<file path="src/rtl/alu_exec_ctrl.sv">
// Execute-stage sequencer around the combinational SimpleRISC ALU: operand registers, latency count, capture, flags.
// Optional feature macro ALU_EXEC_DIVZERO_EN: div/mod by zero yields all-ones result and asserts div_zero.
module alu_exec_ctrl #(
  parameter int DATA_W     = 32,
  parameter int RD_W       = 4,
  parameter int MULDIV_LAT = 4
) (
  input  logic              clk,
  input  logic              reset,
  input  logic              in_valid,
  output logic              in_ready,
  input  logic [4:0]        in_op,
  input  logic [DATA_W-1:0] in_a,
  input  logic [DATA_W-1:0] in_b,
  input  logic [RD_W-1:0]   in_rd,
  output logic [DATA_W-1:0] alu_a,
  output logic [DATA_W-1:0] alu_b,
  output logic [4:0]        alu_sig,
  input  logic [DATA_W-1:0] alu_result,
  input  logic [1:0]        alu_flags,
  output logic              out_valid,
  input  logic              out_ready,
  output logic [DATA_W-1:0] out_result,
  output logic [RD_W-1:0]   out_rd,
  output logic              out_wb_en,
  output logic [1:0]        out_mem,
  output logic [1:0]        flags_q,
  output logic              illegal_op,
  output logic              div_zero
);

  localparam logic [4:0] OP_MUL = 5'd2;
  localparam logic [4:0] OP_DIV = 5'd3;
  localparam logic [4:0] OP_MOD = 5'd4;
  localparam logic [4:0] OP_CMP = 5'd5;
  localparam logic [4:0] OP_NOP = 5'd13;
  localparam logic [4:0] OP_LD  = 5'd14;
  localparam logic [4:0] OP_ST  = 5'd15;
  localparam logic [3:0] LAT_MD = 4'(MULDIV_LAT);

  typedef enum logic [1:0] {
    S_IDLE = 2'd0,
    S_EXEC = 2'd1,
    S_DONE = 2'd2
  } state_t;

  state_t              r_state;
  state_t              w_state_nxt;
  logic                w_accept;
  logic                w_capture;
  logic                w_div_zero;
  logic [3:0]          r_cnt;
  logic [4:0]          r_op;
  logic [RD_W-1:0]     r_rd;
  logic [DATA_W-1:0]   r_alu_a;
  logic [DATA_W-1:0]   r_alu_b;
  logic [4:0]          r_alu_sig;
  logic                r_out_valid;
  logic [DATA_W-1:0]   r_out_result;
  logic [RD_W-1:0]     r_out_rd;
  logic                r_out_wb_en;
  logic [1:0]          r_out_mem;
  logic [1:0]          r_flags;
  logic                r_illegal;
  logic                r_div_zero;

  function automatic logic [3:0] f_lat(input logic [4:0] op);
    if (op == OP_MUL || op == OP_DIV || op == OP_MOD) begin
      return LAT_MD;
    end else begin
      return 4'd1;
    end
  endfunction

  // Ops that write a GPR: arithmetic/logic group, excluding cmp, nop, ld, st and illegal codes
  function automatic logic f_wb(input logic [4:0] op);
    return (op <= OP_MOD) || ((op > OP_CMP) && (op < OP_NOP));
  endfunction

  function automatic logic [1:0] f_mem(input logic [4:0] op);
    case (op)
      OP_LD:   return 2'b10;
      OP_ST:   return 2'b01;
      default: return 2'b00;
    endcase
  endfunction

`ifdef ALU_EXEC_DIVZERO_EN
  assign w_div_zero = ((r_op == OP_DIV) || (r_op == OP_MOD)) && (r_alu_b == {DATA_W{1'b0}});
`else
  assign w_div_zero = 1'b0;
`endif

  // State register
  always_ff @(posedge clk) begin
    if (reset) begin
      r_state <= S_IDLE;
    end else begin
      r_state <= w_state_nxt;
    end
  end

  // Next-state, handshake and capture strobes
  always_comb begin
    w_state_nxt = r_state;
    in_ready    = 1'b0;
    w_accept    = 1'b0;
    w_capture   = 1'b0;
    case (r_state)
      S_IDLE: begin
        in_ready = 1'b1;
        if (in_valid) begin
          w_accept    = 1'b1;
          w_state_nxt = S_EXEC;
        end else begin
          w_state_nxt = S_IDLE;
        end
      end
      S_EXEC: begin
        if (r_cnt == 4'd1) begin
          w_capture   = 1'b1;
          w_state_nxt = S_DONE;
        end else begin
          w_state_nxt = S_EXEC;
        end
      end
      S_DONE: begin
        in_ready = out_ready;
        if (out_ready) begin
          if (in_valid) begin
            w_accept    = 1'b1;
            w_state_nxt = S_EXEC;
          end else begin
            w_state_nxt = S_IDLE;
          end
        end else begin
          w_state_nxt = S_DONE;
        end
      end
      default: begin
        w_state_nxt = S_IDLE;
      end
    endcase
  end

  // Operand latch, latency counter, result capture and architectural flags
  always_ff @(posedge clk) begin
    if (reset) begin
      r_cnt        <= 4'd0;
      r_op         <= OP_NOP;
      r_rd         <= {RD_W{1'b0}};
      r_alu_a      <= {DATA_W{1'b0}};
      r_alu_b      <= {DATA_W{1'b0}};
      r_alu_sig    <= OP_NOP;
      r_out_valid  <= 1'b0;
      r_out_result <= {DATA_W{1'b0}};
      r_out_rd     <= {RD_W{1'b0}};
      r_out_wb_en  <= 1'b0;
      r_out_mem    <= 2'b00;
      r_flags      <= 2'b00;
      r_illegal    <= 1'b0;
      r_div_zero   <= 1'b0;
    end else begin
      if (w_accept) begin
        r_alu_a   <= in_a;
        r_alu_b   <= in_b;
        r_alu_sig <= in_op[4] ? OP_NOP : in_op;
        r_op      <= in_op;
        r_rd      <= in_rd;
        r_cnt     <= f_lat(in_op);
      end else if (r_state == S_EXEC) begin
        r_cnt <= r_cnt - 4'd1;
      end else begin
        r_cnt <= r_cnt;
      end

      if (w_capture) begin
        r_out_valid <= 1'b1;
        r_out_rd    <= r_rd;
        r_out_mem   <= f_mem(r_op);
        r_illegal   <= r_op[4];
        r_div_zero  <= w_div_zero;
        r_out_wb_en <= f_wb(r_op);
        if (r_op[4]) begin
          r_out_result <= {DATA_W{1'b0}};
        end else if (w_div_zero) begin
          r_out_result <= {DATA_W{1'b1}};
        end else begin
          r_out_result <= alu_result;
        end
        if (r_op == OP_CMP) begin
          r_flags <= alu_flags;
        end else begin
          r_flags <= r_flags;
        end
      end else if ((r_state == S_DONE) && out_ready) begin
        // Status pulses are qualified by out_valid, so drop them with it
        r_out_valid <= 1'b0;
        r_illegal   <= 1'b0;
        r_div_zero  <= 1'b0;
      end else begin
        r_out_valid <= r_out_valid;
      end
    end
  end

  assign alu_a      = r_alu_a;
  assign alu_b      = r_alu_b;
  assign alu_sig    = r_alu_sig;
  assign out_valid  = r_out_valid;
  assign out_result = r_out_result;
  assign out_rd     = r_out_rd;
  assign out_wb_en  = r_out_wb_en;
  assign out_mem    = r_out_mem;
  assign flags_q    = r_flags;
  assign illegal_op = r_illegal;
  assign div_zero   = r_div_zero;

endmodule

</file>
<file path="config.mk">
export PLATFORM = sky130hd
export DESIGN_NAME = alu_exec_ctrl
export DESIGN_NICKNAME = d
export VERILOG_FILES = /design/src/rtl/alu_exec_ctrl.sv
export SDC_FILE = /design/constraint.sdc
export NUM_CORES = 1
export LEC_CHECK = 0
export ABC_AREA = 1
export ABC_CLOCK_PERIOD_IN_PS = 1450
export CAP_MARGIN = 40
export CORE_UTILIZATION = 37
export CTS_CLUSTER_DIAMETER = 200
export CTS_CLUSTER_SIZE = 28
export DETAILED_ROUTE_END_ITERATION = 12
export HOLD_SLACK_MARGIN = 0.08
export PLACE_DENSITY_LB_ADDON = 0.25
export SYNTH_ARGS = -nofsm -noshare
export SYNTH_HDL_FRONTEND = slang
export SYNTH_SLANG_ARGS = --single-unit
</file>
<file path="constraint.sdc">
create_clock -name clk -period 1.45 [get_ports clk]
set_clock_uncertainty 0.15 [all_clocks]
set_input_delay 0.29 -clock clk [delete_from_list [all_inputs] [get_ports clk]]
set_output_delay 0.29 -clock clk [all_outputs]
set_load 0.05 [all_outputs]
</file>
---- Word level (Yosys, flattened, before mapping) ----
Cells that the tools add are included.
storage, ports and cells
  input bits .............................. 111
  logic and storage cells ................. 55
  memories ................................ 0
  bits in latches ......................... 0
  register bits ........................... 127
  ROM bits ................................ 0
  memory bits (writable) .................. 0
operators by class
  multiply operators ...................... 0
  $lt $le $gt $ge ......................... 3
  bitwise gates (word level) .............. 0
  shifts and indexed selects .............. 0
  equal/unequal tests ..................... 9
  muxes and demuxes ....................... 19
  reductions and logical operators ........ 9
  add/subtract/negate cells ............... 1
  divide/modulo/power cells ............... 0
operators with widths
  cell                                                                              count
  32-bit two-way mux                                                                1
  4-bit two-way mux                                                                 3
  5-bit by 2-bit == test with 1-bit output (second input constant)                  2
  5-bit by 3-bit == test with 1-bit output (second input constant)                  2
  5-bit by 4-bit == test with 1-bit output (second input constant)                  2
  1-bit two-way mux                                                                 8
  2-bit case mux with 3 select lines                                                1
  5-bit by 3-bit greater-than comparator with 1-bit output (second input constant)  1
  5-bit by 3-bit <= comparator with 1-bit output (second input constant)            1
  5-bit by 4-bit < comparator with 1-bit output (second input constant)             1
  4-bit by 1-bit == test with 1-bit output (second input constant)                  1
  2-bit two-way mux                                                                 2
  1-bit case mux with 2 select lines                                                2
  2-bit case mux with 2 select lines                                                1
  2-bit nonzero test                                                                2
  4-bit by 1-bit subtractor with 4-bit output (second input constant)               1
  1-bit logical OR                                                                  3
  3-bit two-way mux                                                                 1
  2-bit by 1-bit == test with 1-bit output (second input constant)                  1
  2-bit == test (second input constant)                                             1
  1-bit logical AND                                                                 2
  2-bit logical NOT                                                                 1
  2-bit AND reduction                                                               1

---- Logic depth before layout (Yosys ltp) ----
Gate-level depths: netlist of the first run.
  depth in word-level cells ............... 5
  depth in mapped cells ................... 9

---- Worst setup path after synthesis of the first run ----
Ideal clock, no wire load.
  path type ............................... register to register
  from .................................... reg r_cnt[1]
  to ...................................... reg r_out_result[10], in the netlist out_result[10]
  slack ................................... 6 ps
  stages on the path, launching flop included .. 10
  data arrival time ....................... 1162 ps
  path buffers ............................ 2
  cell sequence ........................... dfxtp_1 inv_1 ha_1 nand2_2 nor2_8 inv_2 buf_6 buf_6 nand2_1 a21oi_1
between the ends
  cells in the longest elaborated chain, start to end .. 3
RTL lines
  item                                      line  RTL
  start, declared                           52    logic [3:0] r_cnt;
  start signal, assigned                    170   r_cnt <= f_lat(in_op);
  start signal, assigned                    172   r_cnt <= r_cnt - 4'd1;
  start signal, assigned                    174   r_cnt <= r_cnt;
  4-bit by 1-bit == test with 1-bit output  120   if (r_cnt == 4'd1) begin
  1-bit two-way mux                         120
  1-bit two-way mux                         109   case (r_state)
  end signal, assigned                      156   r_out_result <= {DATA_W{1'b0}};
  end signal, assigned                      185   r_out_result <= {DATA_W{1'b0}};
  end signal, assigned                      187   r_out_result <= {DATA_W{1'b1}};
  end, declared                             59    logic [DATA_W-1:0] r_out_result;
No other way between the ends.
A chain may end at the register's enable or synchronous reset.

---- Worst setup path after layout of the first run ----
  from .................................... reg r_cnt[1]
  to ...................................... reg r_out_result[24], in the netlist out_result[24]
The elaborated chain is that of the path after synthesis.

==> impl_metrics.toml, run 1 <==
[floorplan]
core_um2 = 12200
dieWidth_um = 114
start_util_pct = 38.4
io_pins = 225
die_h_um = 114
std_cell_rows = 40
dieArea_um2 = 13100

[yosys]
yosys_warnings = 0
synth_area_um2 = 4670
synth_area_per_cell_um2 = 7.86
synth_top_cell_area_share_pct = 54.0
ys.flop_type = "dfxtp_1"
ys_async_sr_fraction_pct = 0
synth_enable_flop_cells = 0
yosys.area.top_type = "dfxtp_1"
synthTopCellsByCount = "nand2_1, dfxtp_1, a21oi_1, nand3_1, inv_1"
synth-seq-area-share_pct = 54.0
synth_area_leaders = "dfxtp_1, nand2_1, a21oi_1"
yosysMostFrequentCell = "nand2_1"
syn_inst = 594
ys_types = 28
ys_ff_latch = 126

[timing]
grt_setup_unrepaired = "true"
maxSlewViolCount = 0
fmax_mhz = 655
hold_ws_ps = 110
min_period_ps = 1530
setup_viol = 33
hold_viol_final = 0
min_period_over_period_pct = 105
final.setup.worst_slack_ps = -77.0
setup_tns_ps = -952

[global_route]
grt_max_degree = 53
grt_pass1_vias = 5046
overflow = 0
grt_usage_pct = 24.3
grt_pass1_wl_um = 24400
antenna_found_initial = 0

[finish]
final_area_um2 = 9490
syn_to_final_growth_pct = 103
nets = 938
fillers = 753
multi_input_area_um2 = 2210
n_antenna_cell = 0
drive_above_1_share_pct = 31.7
fin_cells = 1004
ff_latch_area_um2 = 2540

[route]
wl_per_cell_um = 16.6
vias = 4993
drc = 0
via_per_inst = 4.97
wl_um = 16700
antenna_left = 0
first_iter_violations = 179
first_pass_iters = 5

[power_and_ir_drop]
p_int_mw = 7.74
p_switching_mw = 2.97
clkPwrFrac_pct = 40.3
peakVddDrop_mv = 0.899
power_frac_comb_pct = 23.4
leakagePower_nw = 3.64
power_density_nw_per_um2 = 1130
seqPwrFrac_pct = 36.3
p_sw_share_pct = 27.7

[worst_setup_path]
path_class = "flop to flop"
cp-end-kind = "flop"
arrival_ps = 1720
cp-start-kind = "flop"
reg2reg_slack_ps = -80
reg2reg_depth = 8
timing.rr.start = "r_cnt[1]"
cp.required_ps = 1640
r2r-end = "out_result[24]"
crit_fanout = 6

[cts]
cts_tree = "yes"
clockBufferDepth = 2
ctsHoldBuffers = 0
clk_latency_ps = 420
clk_pin_slew_ps = 50
htree_levels = 4
cts_root_buffer = "clkbuf_16"
numClockSinks = 126
cts_buffers = 17

[run]
drv_cap = 0

[placed_design]
dp_worst_setup_slack_ps = -456
gp_congestion = 0.718
hpwl_um = 10700
place_area_um2 = 8230
portBuffers = 222
placedCellCount = 963

[hold_path]
hold_path_startpoint = "reset"
hold_depth = 5
hold_path.class = "input port to flop"
hold_end = "alu_sig[0]"

[run_status]
status = "finished with violations"
failed_checks = "setup timing"
## registers in the layout, indices dropped and copies added, names as in the netlist
signal	cells
out_mem	2
out_rd	4
out_wb_en	1
alu_b	32
out_valid	1
r_rd	4
illegal_op	1
flags_q	2
alu_a	32
r_state	2
alu_sig	4
out_result	32
r_op	5
r_cnt	4
## repair_timing
action,in CTS,in global routing
pin swaps,3,25
gates cloned,2,4
endpoints found under the setup margin,42,76
gates resized for setup,27,94
buffers inserted,5,1
## final cells by class
class | count | share of cell area, %
Multi-Input combinational cell | 403 | 23.3
Sequential cell | 126 | 26.7
Clock buffer | 23 | 5.14
Timing Repair Buffer | 253 | 40.3
Inverter | 24 | 1.11
Tap cell | 168 | 2.22
Clock inverter | 7 | 1.16
## power by group through the flow
stage | Sequential, mW | Clock, mW | Combinational (mW)
2_1_floorplan | 4.40 | 0 | 0.578
3_3_place_gp | 3.93 | 0 | 2.26
3_5_place_dp | 3.95 | 0 | 2.30
4_1_cts | 3.88 | 4.35 | 2.40
5_1_grt | 3.91 | 4.53 | 2.64
6_report | 3.89 | 4.31 | 2.51
## cell families after synthesis
kind of cell,share of synthesized area (%)
flops,54.0
compound gates,14.4
xor+xnor,0.188
simple gates,23.6
other cells,0.0803
buf+inv,7.16
fa+ha+maj,0.536
## critical path: stages, from the launching register on
cell and delay, ps:
dfxtp_2 320, inv_2 70, ha_4 140, nand2_4 70, nor2_8 150, buf_6 160, clkbuf_16 160, nand3_1 80
a21oi_1 160
## per-stage QoR
stage | util [%] | power (mW)
2_1_floorplan | - | 4.98
3_3_place_gp | 67.7 | 6.19
3_5_place_dp | 67.7 | 6.25
4_1_cts | 74.1 | 10.6
5_1_grt | 78.0 | 11.1
6_report | 78.0 | 10.7
## metal layers
layer  global-route usage [%]  share of wire, %
met2                     44.5                53
met5                        0                 0
met4                     9.87               3.0
met1                     24.3                35
met3                     10.1               9.1
## worst max-delay path by stage
stage	from	cells after the start	slack, ps	end
4_1_cts	r_state[0]	4	-70	in_ready
6_report	r_cnt[1]	8	-80	out_result[24]
2_1_floorplan	r_cnt[1]	9	6	out_result[10]
3_3_place_gp	out_ready	9	-390	r_cnt[2]
3_5_place_dp	out_ready	8	-460	alu_b[14]
5_1_grt	r_state[0]	4	-120	in_ready
## placed cells by master (no fill, tap or decap), types with 5 or more instances in the layout
cell	n
buf_6	5
nand2_1	184
a21oi_1	87
nand2_4	5
a21oi_2	29
buf_12	121
nand2_2	11
dfxtp_2	8
nand3_2	14
nor2_1	14
nand3_1	14
dfxtp_1	117
clkdlybuf4s50_1	108
inv_1	16
buf_4	11
nand3_4	12
o21ai_0	13
clkbuf_16	21
Note: power is estimated with default switching activity, not from simulation.
==> inputs of run 2 (changes only) <==
--- a/config.mk
+++ b/config.mk
@@ -7,7 +7,7 @@
 export LEC_CHECK = 0
 export ABC_AREA = 1
 export ABC_CLOCK_PERIOD_IN_PS = 1450
-export CAP_MARGIN = 40
+export CAP_MARGIN = 20
 export CORE_UTILIZATION = 37
 export CTS_CLUSTER_DIAMETER = 200
 export CTS_CLUSTER_SIZE = 28
==> results of run 2 <==
The final DEF is identical to that of run 1; final timing and power are the same.
==> inputs of run 3 (changes only) <==
--- a/config.mk
+++ b/config.mk
@@ -6,7 +6,7 @@
 export NUM_CORES = 1
 export LEC_CHECK = 0
 export ABC_AREA = 1
-export ABC_CLOCK_PERIOD_IN_PS = 1450
+export ABC_CLOCK_PERIOD_IN_PS = 1400
 export CAP_MARGIN = 20
 export CORE_UTILIZATION = 37
 export CTS_CLUSTER_DIAMETER = 200
==> constraint.sdc (replaced) <==
create_clock -name clk -period 1.4 [get_ports clk]
set_clock_uncertainty 0.15 [all_clocks]
set_input_delay 0.28 -clock clk [delete_from_list [all_inputs] [get_ports clk]]
set_output_delay 0.28 -clock clk [all_outputs]
set_load 0.05 [all_outputs]
==> run 3 against run 2 <==
Effect of this change: the run still ends with setup timing left; die area unchanged; setup slack worse by 26 ps; via count increased by 0.40%.
==> impl_metrics.toml, run 3 (synthesis results as in run 1) <==
[worst_setup_path]
reg2reg_depth = 9
cp-start-kind = "flop"
r2r-end = "flags_q[0]"
crit_fanout = 2
timing.rr.start = "r_state[1]"
cp-end-kind = "output port"
cp.required_ps = 970
crit_path_start = "r_state[0]"
reg2reg_slack_ps = -100
path_class = "flop to output port"
arrival_ps = 1070

[placed_design]
portBuffers = 222
gp_congestion = 0.747
hpwl_um = 10600
place_area_um2 = 8270

[finish]
drive_above_1_share_pct = 40.0
syn_to_final_growth_pct = 105
nets = 957
n_antenna_cell = 0
final_common_cell = "nand2_1"
final_area_um2 = 9550
final_cell_mix = "nand2_1, buf_12, clkdlybuf4s50_1"
fillers = 715

[route]
drc = 0
first_pass_iters = 4
wl_per_cell_um = 16.2
vias = 5013
antenna_left = 0
wl_um = 16500
first_iter_violations = 322
via_per_inst = 4.90

[timing]
grt_setup_unrepaired = "true"
min_period_ps = 1500
min_period_over_period_pct = 107
final.setup.worst_slack_ps = -103
maxSlewViolCount = 0
fmax_mhz = 665
slew_headroom_pct = 60.8
hold_viol_final = 0
setup_viol = 96
tightestPinTransition_ps = 588
hold_ws_ps = 132

[floorplan]
io_pins = 225
start_util_pct = 38.4
dieWidth_um = 114
die_h_um = 114
std_cell_rows = 40
core_um2 = 12200
dieArea_um2 = 13100

[cts]
numClockSinks = 126
htree_levels = 4
clk_pin_slew_ps = 50
clockBufferDepth = 2
cts_root_buffer = "clkbuf_16"
cts_buffers = 17
clk_latency_ps = 410
ctsHoldBuffers = 0
cts_tree = "yes"

[global_route]
overflow = 0
grt_pass1_wl_um = 23900
antenna_found_initial = 0
grt_usage_pct = 23.8
grt_pass1_vias = 4971
grt_max_degree = 52

[power_and_ir_drop]
power_density_nw_per_um2 = 1140
power_mw = 10.9
leakagePower_nw = 3.77
peakVddDrop_mv = 0.821

[hold_path]
hold_path_startpoint = "reset"
hold_depth = 3
hold_path.class = "input port to flop"
hold_end = "alu_b[26]"

[run_status]
failed_checks = "setup timing"
status = "finished with violations"

[run]
drv_cap = 0
## run 3: worst max path at each step
stage / endpoint / slack (ps) / cells past startpoint
floorplan: out_result[10] / 6 / 9
global placement: r_op[0] / -420 / 10
detailed placement: alu_sig[2] / -430 / 10
CTS: in_ready / -90 / 4
global route: flags_q[0] / -150 / 9
finish: in_ready / -100 / 4
## run 3: area by class of cell
type / instances / area, um2 / area share, %
multi-input cells: 403 / 1990 / 20.9
repair buffers: 272 / 4040 / 42.3
clock buffers: 24 / 462 / 4.83
inverters: 24 / 105 / 1.10
well taps: 168 / 210 / 2.20
flip-flops and latches: 126 / 2650 / 27.8
clock inverters: 7 / 88.8 / 0.930
## run 3: metal layers
layer	GRT usage [%]	vias to the layer above	wire length [um]
li1	-	2433	-
met1	25.2	2347	6100
met2	42.1	208	8610
met3	9.32	25	1490
met4	9.61	0	340
met5	0	-	0
## run 3: timing repair
| action | 4_1_cts | 5_1_grt |
|---|---|---|
| resized for setup | 50 | 127 |
| buffers inserted | 13 | 6 |
| gates cloned | 4 | 6 |
| pin swaps | 6 | 16 |
| endpoints found under the setup margin | 110 | 198 |
## run 3: per-stage QoR
| step | utilization, % | cells | TNS (ps) | worst slack (ps) |
|---|---|---|---|---|
| after global routing | 78.5 | 1024 | -10390 | -151 |
| final | 78.5 | 1024 | -4040 | -103 |
| after detailed placement | 68.0 | 966 | -31420 | -433 |
| after global placement | 68.0 | 966 | -28020 | -416 |
| after floorplan | - | 595 | 0 | 5.78 |
| after CTS | 75.1 | 1014 | -1510 | -87.6 |
## run 3: critical path, cell delays in order, from the launching register on
cell,delay (ps)
dfxtp_4,340
inv_2,60
nand2_2,60
inv_2,70
buf_12,130
## run 3: power breakdown
group	switching (mW)	internal (mW)	leakage [nW]	total, mW
registers	0.215	3.84	1.07	4.05
clock network	1.50	2.64	0.272	4.14
logic	1.34	1.36	2.43	2.70
